[src/rtl/exec_datapath.sv]
// rtl/exec_datapath.sv - execute-stage slice: Rd write-enable decoder, ALU with N/Z/C/V flags, RAM address mux
module exec_datapath (
  input  logic        clk,
  input  logic        reset,
  input  logic [31:0] fetch,
  input  logic [31:0] s1,
  input  logic [31:0] s2,
  input  logic        seladdbusmux,
  input  logic [31:0] addbusaccess,
  input  logic [31:0] pcinstruct,
  output logic [15:0] en,
  output logic [31:0] result,
  output logic        n,
  output logic        z,
  output logic        c,
  output logic        v,
  output logic [3:0]  flags_q,
  output logic [31:0] addressbus
);

  localparam logic [3:0] OP_ADD = 4'b0000;
  localparam logic [3:0] OP_SUB = 4'b0001;
  localparam logic [3:0] OP_AND = 4'b0010;
  localparam logic [3:0] OP_ORR = 4'b0011;
  localparam logic [3:0] OP_EOR = 4'b0100;
  localparam logic [3:0] OP_MVN = 4'b0101;
  localparam logic [3:0] OP_LSL = 4'b0110;
  localparam logic [3:0] OP_LSR = 4'b0111;
  localparam logic [3:0] OP_ASR = 4'b1000;
  localparam logic [3:0] OP_ROR = 4'b1001;
  localparam logic [3:0] OP_LDR = 4'b1010;
  localparam logic [3:0] OP_STR = 4'b1011;
  localparam logic [3:0] OP_ADC = 4'b1100;
  localparam logic [3:0] OP_SBC = 4'b1101;
  localparam logic [3:0] OP_MOV = 4'b1110;
  localparam logic [3:0] OP_RSV = 4'b1111;

  logic [3:0]  opcode;
  logic        set_flags;
  logic [3:0]  rd;
  logic [4:0]  amt;
  logic [5:0]  ror_inv;

  assign opcode    = fetch[27:24];
  assign set_flags = fetch[23];
  assign rd        = fetch[22:19];
  assign amt       = s2[4:0];
  assign ror_inv   = 6'd32 - {1'b0, amt};

  // One-hot destination write enable; always exactly one bit set
  always_comb begin
    en = 16'h0000;
    en[rd] = 1'b1;
  end

  // RAM address source: data access from memory control, otherwise instruction fetch
  assign addressbus = seladdbusmux ? addbusaccess : pcinstruct;

  // Shared adder operands: subtraction is s1 + ~s2 + carry-in, so C is no-borrow
  logic [31:0] add_b;
  logic        add_cin;
  logic [32:0] add_sum;
  logic        add_v;

  // Select adder second operand and carry-in; ADC/SBC use the stored C only
  always_comb begin
    add_b   = s2;
    add_cin = 1'b0;
    case (opcode)
      OP_SUB: begin
        add_b   = ~s2;
        add_cin = 1'b1;
      end
      OP_ADC: add_cin = flags_q[1];
      OP_SBC: begin
        add_b   = ~s2;
        add_cin = flags_q[1];
      end
      default: ;
    endcase
  end

  assign add_sum = {1'b0, s1} + {1'b0, add_b} + {32'b0, add_cin};
  assign add_v   = (s1[31] == add_b[31]) && (add_sum[31] != s1[31]);

  // Shifts are widened by one bit so the last bit shifted out lands in the extra bit;
  // with a zero amount that bit is 0, which gives c=0 for free
  logic [32:0] lsl_w;
  logic [32:0] lsr_w;
  logic [32:0] asr_w;
  logic [31:0] ror_w;

  assign lsl_w = {1'b0, s1} << amt;
  assign lsr_w = {s1, 1'b0} >> amt;
  assign asr_w = $signed({s1, 1'b0}) >>> amt;
  assign ror_w = (s1 >> amt) | (s1 << ror_inv);

  // ALU result and per-operation carry/overflow
  always_comb begin
    result = 32'h0000_0000;
    c      = 1'b0;
    v      = 1'b0;
    case (opcode)
      OP_ADD, OP_SUB, OP_ADC, OP_SBC: begin
        result = add_sum[31:0];
        c      = add_sum[32];
        v      = add_v;
      end
      OP_AND: result = s1 & s2;
      OP_ORR: result = s1 | s2;
      OP_EOR: result = s1 ^ s2;
      OP_MVN: result = ~s2;
      OP_LSL: begin
        result = lsl_w[31:0];
        c      = lsl_w[32];
      end
      OP_LSR: begin
        result = lsr_w[32:1];
        c      = lsr_w[0];
      end
      OP_ASR: begin
        result = asr_w[32:1];
        c      = asr_w[0];
      end
      OP_ROR: begin
        result = ror_w;
        c      = (amt != 5'd0) ? ror_w[31] : 1'b0;
      end
      OP_LDR, OP_STR: result = s1;
      OP_MOV: result = s2;
      OP_RSV: result = 32'h0000_0000;
      default: result = 32'h0000_0000;
    endcase
  end

  assign n = result[31];
  assign z = (result == 32'h0000_0000);

  // Status register: loads on S for flag-capable opcodes, cleared asynchronously by reset
  always_ff @(posedge clk or posedge reset) begin
    if (reset) begin
      flags_q <= 4'b0000;
    end else if (set_flags && (opcode != OP_LDR) && (opcode != OP_STR) && (opcode != OP_RSV)) begin
      flags_q <= {n, z, c, v};
    end
  end

endmodule

[config.mk]
export PLATFORM = sky130hd
export DESIGN_NAME = exec_datapath
export DESIGN_NICKNAME = d
export VERILOG_FILES = /design/src/rtl/exec_datapath.sv
export SDC_FILE = /design/constraint.sdc
export NUM_CORES = 1
export LEC_CHECK = 0
export ABC_AREA = 1
export CAP_MARGIN = 25
export CORE_ASPECT_RATIO = 1.75
export CORE_UTILIZATION = 54
export DETAILED_ROUTE_END_ITERATION = 6
export PLACE_DENSITY = 0.93
export SLEW_MARGIN = 20
export SYNTH_ARGS = -nofsm -noshare
export SYNTH_HDL_FRONTEND = slang
export SYNTH_SLANG_ARGS = --single-unit
[constraint.sdc]
create_clock -name clk -period 6.2 [get_ports clk]
set_input_delay 1.24 -clock clk [delete_from_list [all_inputs] [get_ports clk]]
set_output_delay 1.24 -clock clk [all_outputs]
set_load 0.05 [all_outputs]
==> results of run 1 <==
## cell usage after synthesis, types with 2 or more instances
| library cell | instances | area share |
|---|---|---|
| dfrtp_1 | 4 | 0.0086 |
| nor2_1 | 232 | 0.075 |
| nand3_2 | 2 | 0.0017 |
| inv_1 | 227 | 0.073 |
| and2_1 | 4 | 0.0021 |
| o21bai_1 | 6 | 0.0039 |
| nand2_1 | 749 | 0.24 |
| nand4_1 | 31 | 0.017 |
| a21oi_1 | 70 | 0.030 |
| buf_4 | 7 | 0.0045 |
| nand2_2 | 15 | 0.0081 |
| o21ai_0 | 60 | 0.026 |
| a32oi_1 | 2 | 0.0015 |
| fa_1 | 2 | 0.0034 |
| buf_6 | 7 | 0.0068 |
| nor3_1 | 15 | 0.0064 |
| xor2_1 | 34 | 0.026 |
| mux2_2 | 32 | 0.031 |
| ha_1 | 98 | 0.11 |
| o21ai_1 | 2 | 0.00086 |
| o22ai_1 | 3 | 0.0016 |
| buf_2 | 52 | 0.022 |
| inv_2 | 7 | 0.0023 |
| or2_2 | 7 | 0.0038 |
| buf_1 | 20 | 0.0064 |
| nand3_1 | 587 | 0.25 |
| nor2_2 | 3 | 0.0016 |
| clkbuf_1 | 30 | 0.0097 |
| nand3b_1 | 4 | 0.0026 |
| o211ai_1 | 30 | 0.019 |
## cells by family after synthesis
group	after synthesis	synth area share
xor gates and xnor gates	35	0.0263
muxes	32	0.0309
DFF	4	0.00859
AOI/OAI and AO/OA	178	0.0864
adders and majority gates	100	0.109
and+or+nand+nor	1652	0.613
buffers and inverters	352	0.126
## stage by stage
step	hold WS, ns	TNS [ns]	instance area (um^2)
CTS	0.493	0	15300
detailed placement	0.475	-0.215	15100
global placement	0.466	-0.127	15100
floorplan	0.757	0	11700
## repair_timing
| item | in CTS |
|---|---|
| pin swaps | 3 |
| setup endpoints to repair | 1 |
| gates resized for setup | 23 |
| gates cloned | 0 |
## per-layer routing
layer,global-route usage,overflow
met1,0.590,1
met2,0.873,50
met3,0.420,3
met4,0.671,43
met5,0.0506,0
==> flow_metrics.env, run 1 <==
export IMPL_ys_warn_count=0
export IMPL_die_width_um=113
export IMPL_synth_cell_type_count=41
export IMPL_grt_pass1_vias=19300
export IMPL_stop_stage="global routing (5_1_grt)"
export IMPL_globalRouteOverflowTotal=97
export IMPL_initial_core_util=0.554
export IMPL_post_cts_setup_buffers=0
export IMPL_syn_area_um2=11700
export IMPL_num_rows=70
export IMPL_clock_path_buffers=2
export IMPL_netlist_instances=2353
export IMPL_place_ws_ns=-0.215
export IMPL_error="[ERROR GRT-0116] Global routing finished with congestion. Check the congestion regions in the DRC Viewer."
export IMPL_synth_edf_count=0
export IMPL_synth_seq_cells=4
export IMPL_hold_buffers=0
export IMPL_track_usage=0.630
export IMPL_port_buffers=227
export IMPL_ys_flop_type="dfrtp_1"
export IMPL_status="stopped before the end"
export IMPL_placed_cells=2874
export IMPL_ys_seq_area_frac=0.00859
export IMPL_grt_pass1_wl_um=108000
export IMPL_synthArstFlopShare=1.00
export IMPL_postSynthAreaPerCell_um2=4.95
export IMPL_htreeDepth=1
export IMPL_ios=251
export IMPL_place_congestion=1.47
export IMPL_clock_sinks=4
export IMPL_syn_nets=2616
export IMPL_die_y_um=196
export IMPL_root_buffer="clkbuf_16"
export IMPL_cts_buffers=3
export IMPL_grt_max_degree=72
export IMPL_hpwlAfterDp_um=48300
==> run 2: changes to the inputs <==
CORE_ASPECT_RATIO = default   (was 1.75)
CORE_UTILIZATION = 40   (was 54)
PLACE_DENSITY = default   (was 0.93)
PLACE_DENSITY_LB_ADDON = 0.15   (was default)
==> flow_metrics.env, run 2 <==
export IMPL_synthXorXnorAreaFrac=0.0263
export IMPL_status="finished with violations"
export IMPL_syn_to_final_growth_pct=37.5
export IMPL_layout_commonest_cell="nand2_1"
export IMPL_place_congestion=1.05
export IMPL_intPower_uw=862
export IMPL_netlist_instances=2353
export IMPL_clock_path_buffers=2
export IMPL_cap_violations=0
export IMPL_setup_tns_ns=0
export IMPL_muxShareOfSynthArea=0.0309
export IMPL_ant_nets=0
export IMPL_insertedDiodeCount=0
export IMPL_synthAdderAreaFrac=0.109
export IMPL_p_switching_mw=1.26
export IMPL_syn_area_um2=11700
export IMPL_placed_cells=3046
export IMPL_worst_pin_slew_ns=0.792
export IMPL_ys_flop_type="dfrtp_1"
export IMPL_hpwlAfterDp_um=54600
export IMPL_violations="design-rule violations"
export IMPL_vias=18100
export IMPL_cp_common_cell="nand2_1"
export IMPL_drive_gt1_frac=0.142
export IMPL_synth_compound_area_frac=0.0864
export IMPL_htreeDepth=1
export IMPL_placed_cell_area_um2=15600
export IMPL_largest_register_ffs=4
export IMPL_clock_skew_ns=0.000168
export IMPL_synth_top_cell_area_share=0.252
export IMPL_final_util=0.558
export IMPL_grt_max_degree=71
export IMPL_cts_buffers=3
export IMPL_critPathMaxFanout=8
export IMPL_ys_seq_area_frac=0.00859
export IMPL_setup_viol=0
export IMPL_fmax_mhz=165
export IMPL_synth_edf_count=0
export IMPL_fin_hold_ws_ns=0.493
export IMPL_power_frac_comb=0.937
export IMPL_clk_latency_ns=0.23
export IMPL_yosys_area_top_type="nand3_1"
export IMPL_report_final_slew_viol_count=0
export IMPL_path_class="in -> out"
export IMPL_stdcell_count=3058
export IMPL_regToRegSetupSlack_ns=2.95
export IMPL_final_nets=2939
export IMPL_synthTopCellsByArea="nand3_1, nand2_1, ha_1, nor2_1, inv_1"
export IMPL_die_area_um2=29800
export IMPL_drc=19
export IMPL_syn_nets=2616
export IMPL_yosys_area_share_simple=0.613
export IMPL_antenna_found_initial=1
export IMPL_clkTransAtPathRegs_ns=0.03
export IMPL_ios=251
export IMPL_worstPathArrival_ns=4.84
export IMPL_timing_final_ws_setup_ns=0.122
export IMPL_power_switching_share=0.594
export IMPL_wl_per_cell_um=21.6
export IMPL_synth_most_common_cell="nand2_1"
export IMPL_globalRouteOverflowTotal=0
export IMPL_synthArstFlopShare=1.00
export IMPL_hold_path_class="reg -> reg"
export IMPL_die_width_um=173
export IMPL_slowest_stage="ha_1"
export IMPL_maxSlewHeadroom=0.470
export IMPL_ff_latch_area_um2=100
export IMPL_core_area_um2=28700
export IMPL_synth_top_family_by_area="simple AND/OR/NAND/NOR gates"
export IMPL_power_density_nw_per_um2=133
export IMPL_fill_cells=3059
export IMPL_required_ns=4.96
export IMPL_critPathLaunchType="input pin"
export IMPL_period_share=0.980
export IMPL_max_stage_delay_ns=0.32
export IMPL_power_total_mw=2.13
export IMPL_cp_end_kind="primary output"
export IMPL_clock_sinks=4
export IMPL_ys_warn_count=0
export IMPL_root_buffer="clkbuf_16"
export IMPL_drt_vias_per_instance=5.90
export IMPL_postSynthAreaPerCell_um2=4.95
export IMPL_synth_cell_type_count=41
export IMPL_port_buffers=227
export IMPL_hold_viol_final=0
export IMPL_grt_pass1_wl_um=97500
export IMPL_ys_top_cells_by_count="nand2_1, nand3_1, nor2_1, inv_1, ha_1"
export IMPL_final_cell_mix="nand2_1, nand3_1, inv_1, nor2_1, buf_4"
export IMPL_peakVddDrop_uv=119
export IMPL_seqPwrFrac=0.015
export IMPL_design_area_um2=16000
export IMPL_place_ws_ns=-0.486
export IMPL_routed_wl_um=66100
export IMPL_dr_first_iter_drc_count=2423
export IMPL_power_leakage_nw=8.36
export IMPL_pwr_share_clk=0.048
export IMPL_dr_pass1_iters=7
export IMPL_initial_core_util=0.406
export IMPL_track_usage=0.424
export IMPL_multi_input_comb_area_um2=10300
export IMPL_reg_largest_list="flags_q x4"
export IMPL_die_y_um=173
export IMPL_grt_pass1_vias=16700
export IMPL_max_flop_register="flags_q"
export IMPL_min_period_ns=6.08
export IMPL_cts_tree="built"
export IMPL_synth_seq_cells=4
export IMPL_num_rows=62
run 2: cell counts after synthesis:
No cell type changed its count.
run 2: what timing repair did:
item                                    CTS  global route
hold buffers                              0             0
cloned                                    0             2
setup buffers                             3             4
endpoints found under the setup margin    1             1
pin swaps                                 9            15
resized for setup                        20            58
run 2: critical path, delay by kind of cell:
family                     cells  cell delay [ns]
and+or+nand+nor               17             1.87
buffers and inverters          8             1.26
adders and majority gates      1             0.32
xor gates and xnor gates       1             0.15
run 2: area by class of cell:
cell class,count,share of cell area
inverter,236,0.0557
sequential,4,0.00625
timing repair buffer,434,0.262
multi-input combinational,1997,0.642
tap,384,0.0300
clock buffer,3,0.00469
run 2: final timing paths:
check / start / to / cells past startpoint
setup / recovery: fetch[27] / z / 27
hold / removal: flags_q[2] / flags_q[2] / 2
setup reg to reg: flags_q[1] / flags_q[2] / 23
hold reg to reg: flags_q[2] / flags_q[2] / 2
max in group asynchronous: reset / flags_q[3] / 2
min in group asynchronous: reset / flags_q[1] / 2
run 2: routing by layer:
layer | global-route usage | share of wire | wire, um | vias up
met5 | 0 | 0 | 0 | -
met4 | 0.237 | 0.064 | 4230 | 0
met3 | 0.0550 | 0.098 | 6510 | 222
met2 | 0.691 | 0.45 | 29500 | 1151
met1 | 0.540 | 0.39 | 25900 | 8296
li1 | - | - | - | 8382
run 2: power groups by stage:
stage	Combinational, mW	Sequential, mW	Clock [mW]
detailed placement	1.89	0.0324	0
global route	2.12	0.0322	0.104
finish	1.99	0.0323	0.102
CTS	1.91	0.0321	0.102
floorplan	1.04	0.0409	0
global placement	1.87	0.0323	0
run 2: logic make-up (layout without fill, tap and decap cells):
kind of cell / Yosys count / in the layout
XOR/XNOR: 35 / 35
adder cells (fa/ha/maj): 100 / 100
multiplexers: 32 / 32
AO/OA/AOI/OAI: 178 / 178
AND/OR/NAND/NOR: 1652 / 1652
flip-flops: 4 / 4
buffers and inverters: 352 / 673
(Power assumes the default switching activity.)
==> patch (config.mk and constraints of run 2) <==
Put a register stage on the output `n`, with the module's reset. The value now appears one clock later. The other outputs are not delayed to match.
--- a/src/rtl/exec_datapath.sv
+++ b/src/rtl/exec_datapath.sv
@@ -36,2 +36,4 @@
   localparam logic [3:0] OP_RSV = 4'b1111;
+
+  logic n_d;
 
@@ -135,3 +137,3 @@
 
-  assign n = result[31];
+  assign n_d = result[31];
   assign z = (result == 32'h0000_0000);
@@ -143,3 +145,11 @@
     end else if (set_flags && (opcode != OP_LDR) && (opcode != OP_STR) && (opcode != OP_RSV)) begin
-      flags_q <= {n, z, c, v};
+      flags_q <= {n_d, z, c, v};
+    end
+  end
+
+  always_ff @(posedge clk or posedge reset) begin
+    if (reset) begin
+      n <= '0;
+    end else begin
+      n <= n_d;
     end
Behaviour: not the same (a bounded check fails within 4 cycles, from zero or initial values and one cycle with reset high).
==> patch against run 2 <==
The flow still finishes with violations (DRC). Area after synthesis is 0.57% lower. Routed wire length is 5.7% higher. First-iteration DRC count is 31% higher. Total power is 1.2% higher. Via count is 2.0% higher. Count of clock-buffer cells in the layout is 1 higher. Utilization is 0.65 points higher. Worst setup slack worse by 1.4 ps. Sequential cell count is 1 higher. Design area is 0.74% lower. Highest routed layer is now met5.
==> patch: results (changes against run 2) <==
- Status: finished, violations left (unchanged)
- Failing checks: DRC (unchanged)
- Vias in the first global route: 16,270 (was 16,700)
- Area contributors post-synth: nand3_1, nand2_1, ha_1 (unchanged)
- R2R depth: 19 (was 23)
- Largest net degree at the start of global routing: 72 (was 71)
- Nets: 2,896 (was 2,939)
- Detailed-route DRC error count: 32 (was 19)
- Worst slew pin tran: 874.2 ps (was 792.4 ps)
- Vias/cell: 6.110 (was 5.903)
- Sequential Power Share: 1.9% (was 1.5%)
- Placed Cells: 3,004 (was 3,046)
- Most frequent cells after synthesis: nand2_1, nand3_1, nor2_1, inv_1, ha_1 (unchanged)
- Leak: 8.192 nW (was 8.357 nW)
- Final GP Congestion: 1.123 (was 1.049)
- Vias: 18,420 (was 18,050)
- P_seq: 40.7 uW (was 32.3 uW)
- Top_reg_cell synth: dfrtp_1 (unchanged)
- Clock group power: 107 uW (was 102 uW)
- Yosys synthesis warning count: 0 (unchanged)
- Fill cells: 2,858 (was 3,059)
- H-tree depth: 1 (unchanged)
- Placed Area: 15,710 um2 (was 15,630 um2)
- Clk_lat worst skew: 230 ps (about the same)
- Asr flop ratio synth: 100.0% (unchanged)
- Number of DRC markers in iteration 0: 3,171 (was 2,423)
- Post-Syn Area per Cell: 5.023 um2 (was 4.953 um2)
- Initial antenna violation count: 3 (was 1)
- Syn_nets: 2,570 (was 2,616)
- Critical Path Slowest Stage Cell: clkdlybuf4s50_1 (was ha_1)
- Depth of the worst hold-timing path: 2 (unchanged)
- Sw Ratio: 59.61% (was 59.44%)
- HP Class: reg -> reg (unchanged)
- VDD IR max: 0.00007281 V (was 0.0001192 V)
- Maximum fanout along the worst path: 18 (was 8)
- Clock Tree Root: clkbuf_16 (unchanged)
- Regs by FF count: flags_q (4), n (1) (was flags_q (4))
- Post-synthesis sequential area ratio: 1.080% (was 0.8589%)
- Synth top area share: 26.00% (was 25.21%)
- Worst slack, placed: -336.3 ps (was -486.0 ps)
- Setup Skew: 3.143 ps (was 0.1682 ps)
- Share of cells above drive strength 1: 13.64% (was 14.17%)
- Max Buffers Root-to-Sink: 2 (unchanged)
- Dpl hpwl: 56.87 mm (was 54.55 mm)
- CTS clock-pin slew for the worst setup and hold paths: 30 ps (about the same)
- Synth unique cells: 47 (was 41)
- Port bufs: 227 (unchanged)
- First-pass GRT wire length: 101.1 mm (was 97.52 mm)
- Gr usage total: 46.02% (was 42.43%)
- Slowest stage delay, CP: 500 ps (was 320 ps)
- WL per Instance: 23.21 um (was 21.63 um)
- Worst path arrival time: 4840 ps (about the same)
- First-pass detailed-route iteration total: 7 (unchanged)
- CTS Buf Count: 3 (unchanged)
[patch: metal layers]
metal	GRT usage, %	vias up	wire length, um
met5	0	-	13
met4	29.67	2	5307
met3	14.60	304	10500
met2	63.80	1438	27320
met1	60.50	8332	26810
li1	-	8341	-
[patch: final timing paths]
kind	startpoint	end	slack, ps
max reg2reg	flags_q[1]	flags_q[1]	2810
min	flags_q[0]	flags_q[0]	480
min in group asynchronous	reset	flags_q[3]	1220
max	s2[0]	z	120
min reg2reg	flags_q[0]	flags_q[0]	480
max in group asynchronous	reset	n	4810
[patch: critical path: cells and delay by family]
kind / cells / cell delay (ps)
compound gates: 1 / 250
fa+ha+maj: 2 / 530
buf+inv: 7 / 1340
simple gates: 12 / 1410
[patch: what timing repair did]
item / in CTS / in global routing
buffers inserted: 0 / 1
endpoints found under the setup margin: 3 / 2
cloned: 0 / 1
gates resized for setup: 14 / 24
pin swaps: 0 / 2
[patch: cells by family after synthesis]
| family | count (synthesis) | share of synthesized area, % |
|---|---|---|
| AND/OR/NAND/NOR | 1607 | 60.81 |
| flip-flops | 5 | 1.080 |
| XOR/XNOR | 36 | 2.721 |
| adder cells (fa/ha/maj) | 100 | 10.93 |
| multiplexers | 32 | 3.110 |
| AO/OA/AOI/OAI | 191 | 9.135 |
| buffers and inverters | 336 | 12.21 |
[patch: area by class of cell]
type | instances | area (um2) | share of cell area [%]
Sequential cell | 5 | 125.1 | 0.7867
Timing Repair Buffer | 435 | 4253 | 26.74
Clock buffer | 4 | 78.83 | 0.4956
Multi-Input combinational cell | 1966 | 10120 | 63.66
Inverter | 222 | 839.6 | 5.279
Antenna cell | 4 | 10.01 | 0.06294
Tap cell | 378 | 473.0 | 2.974
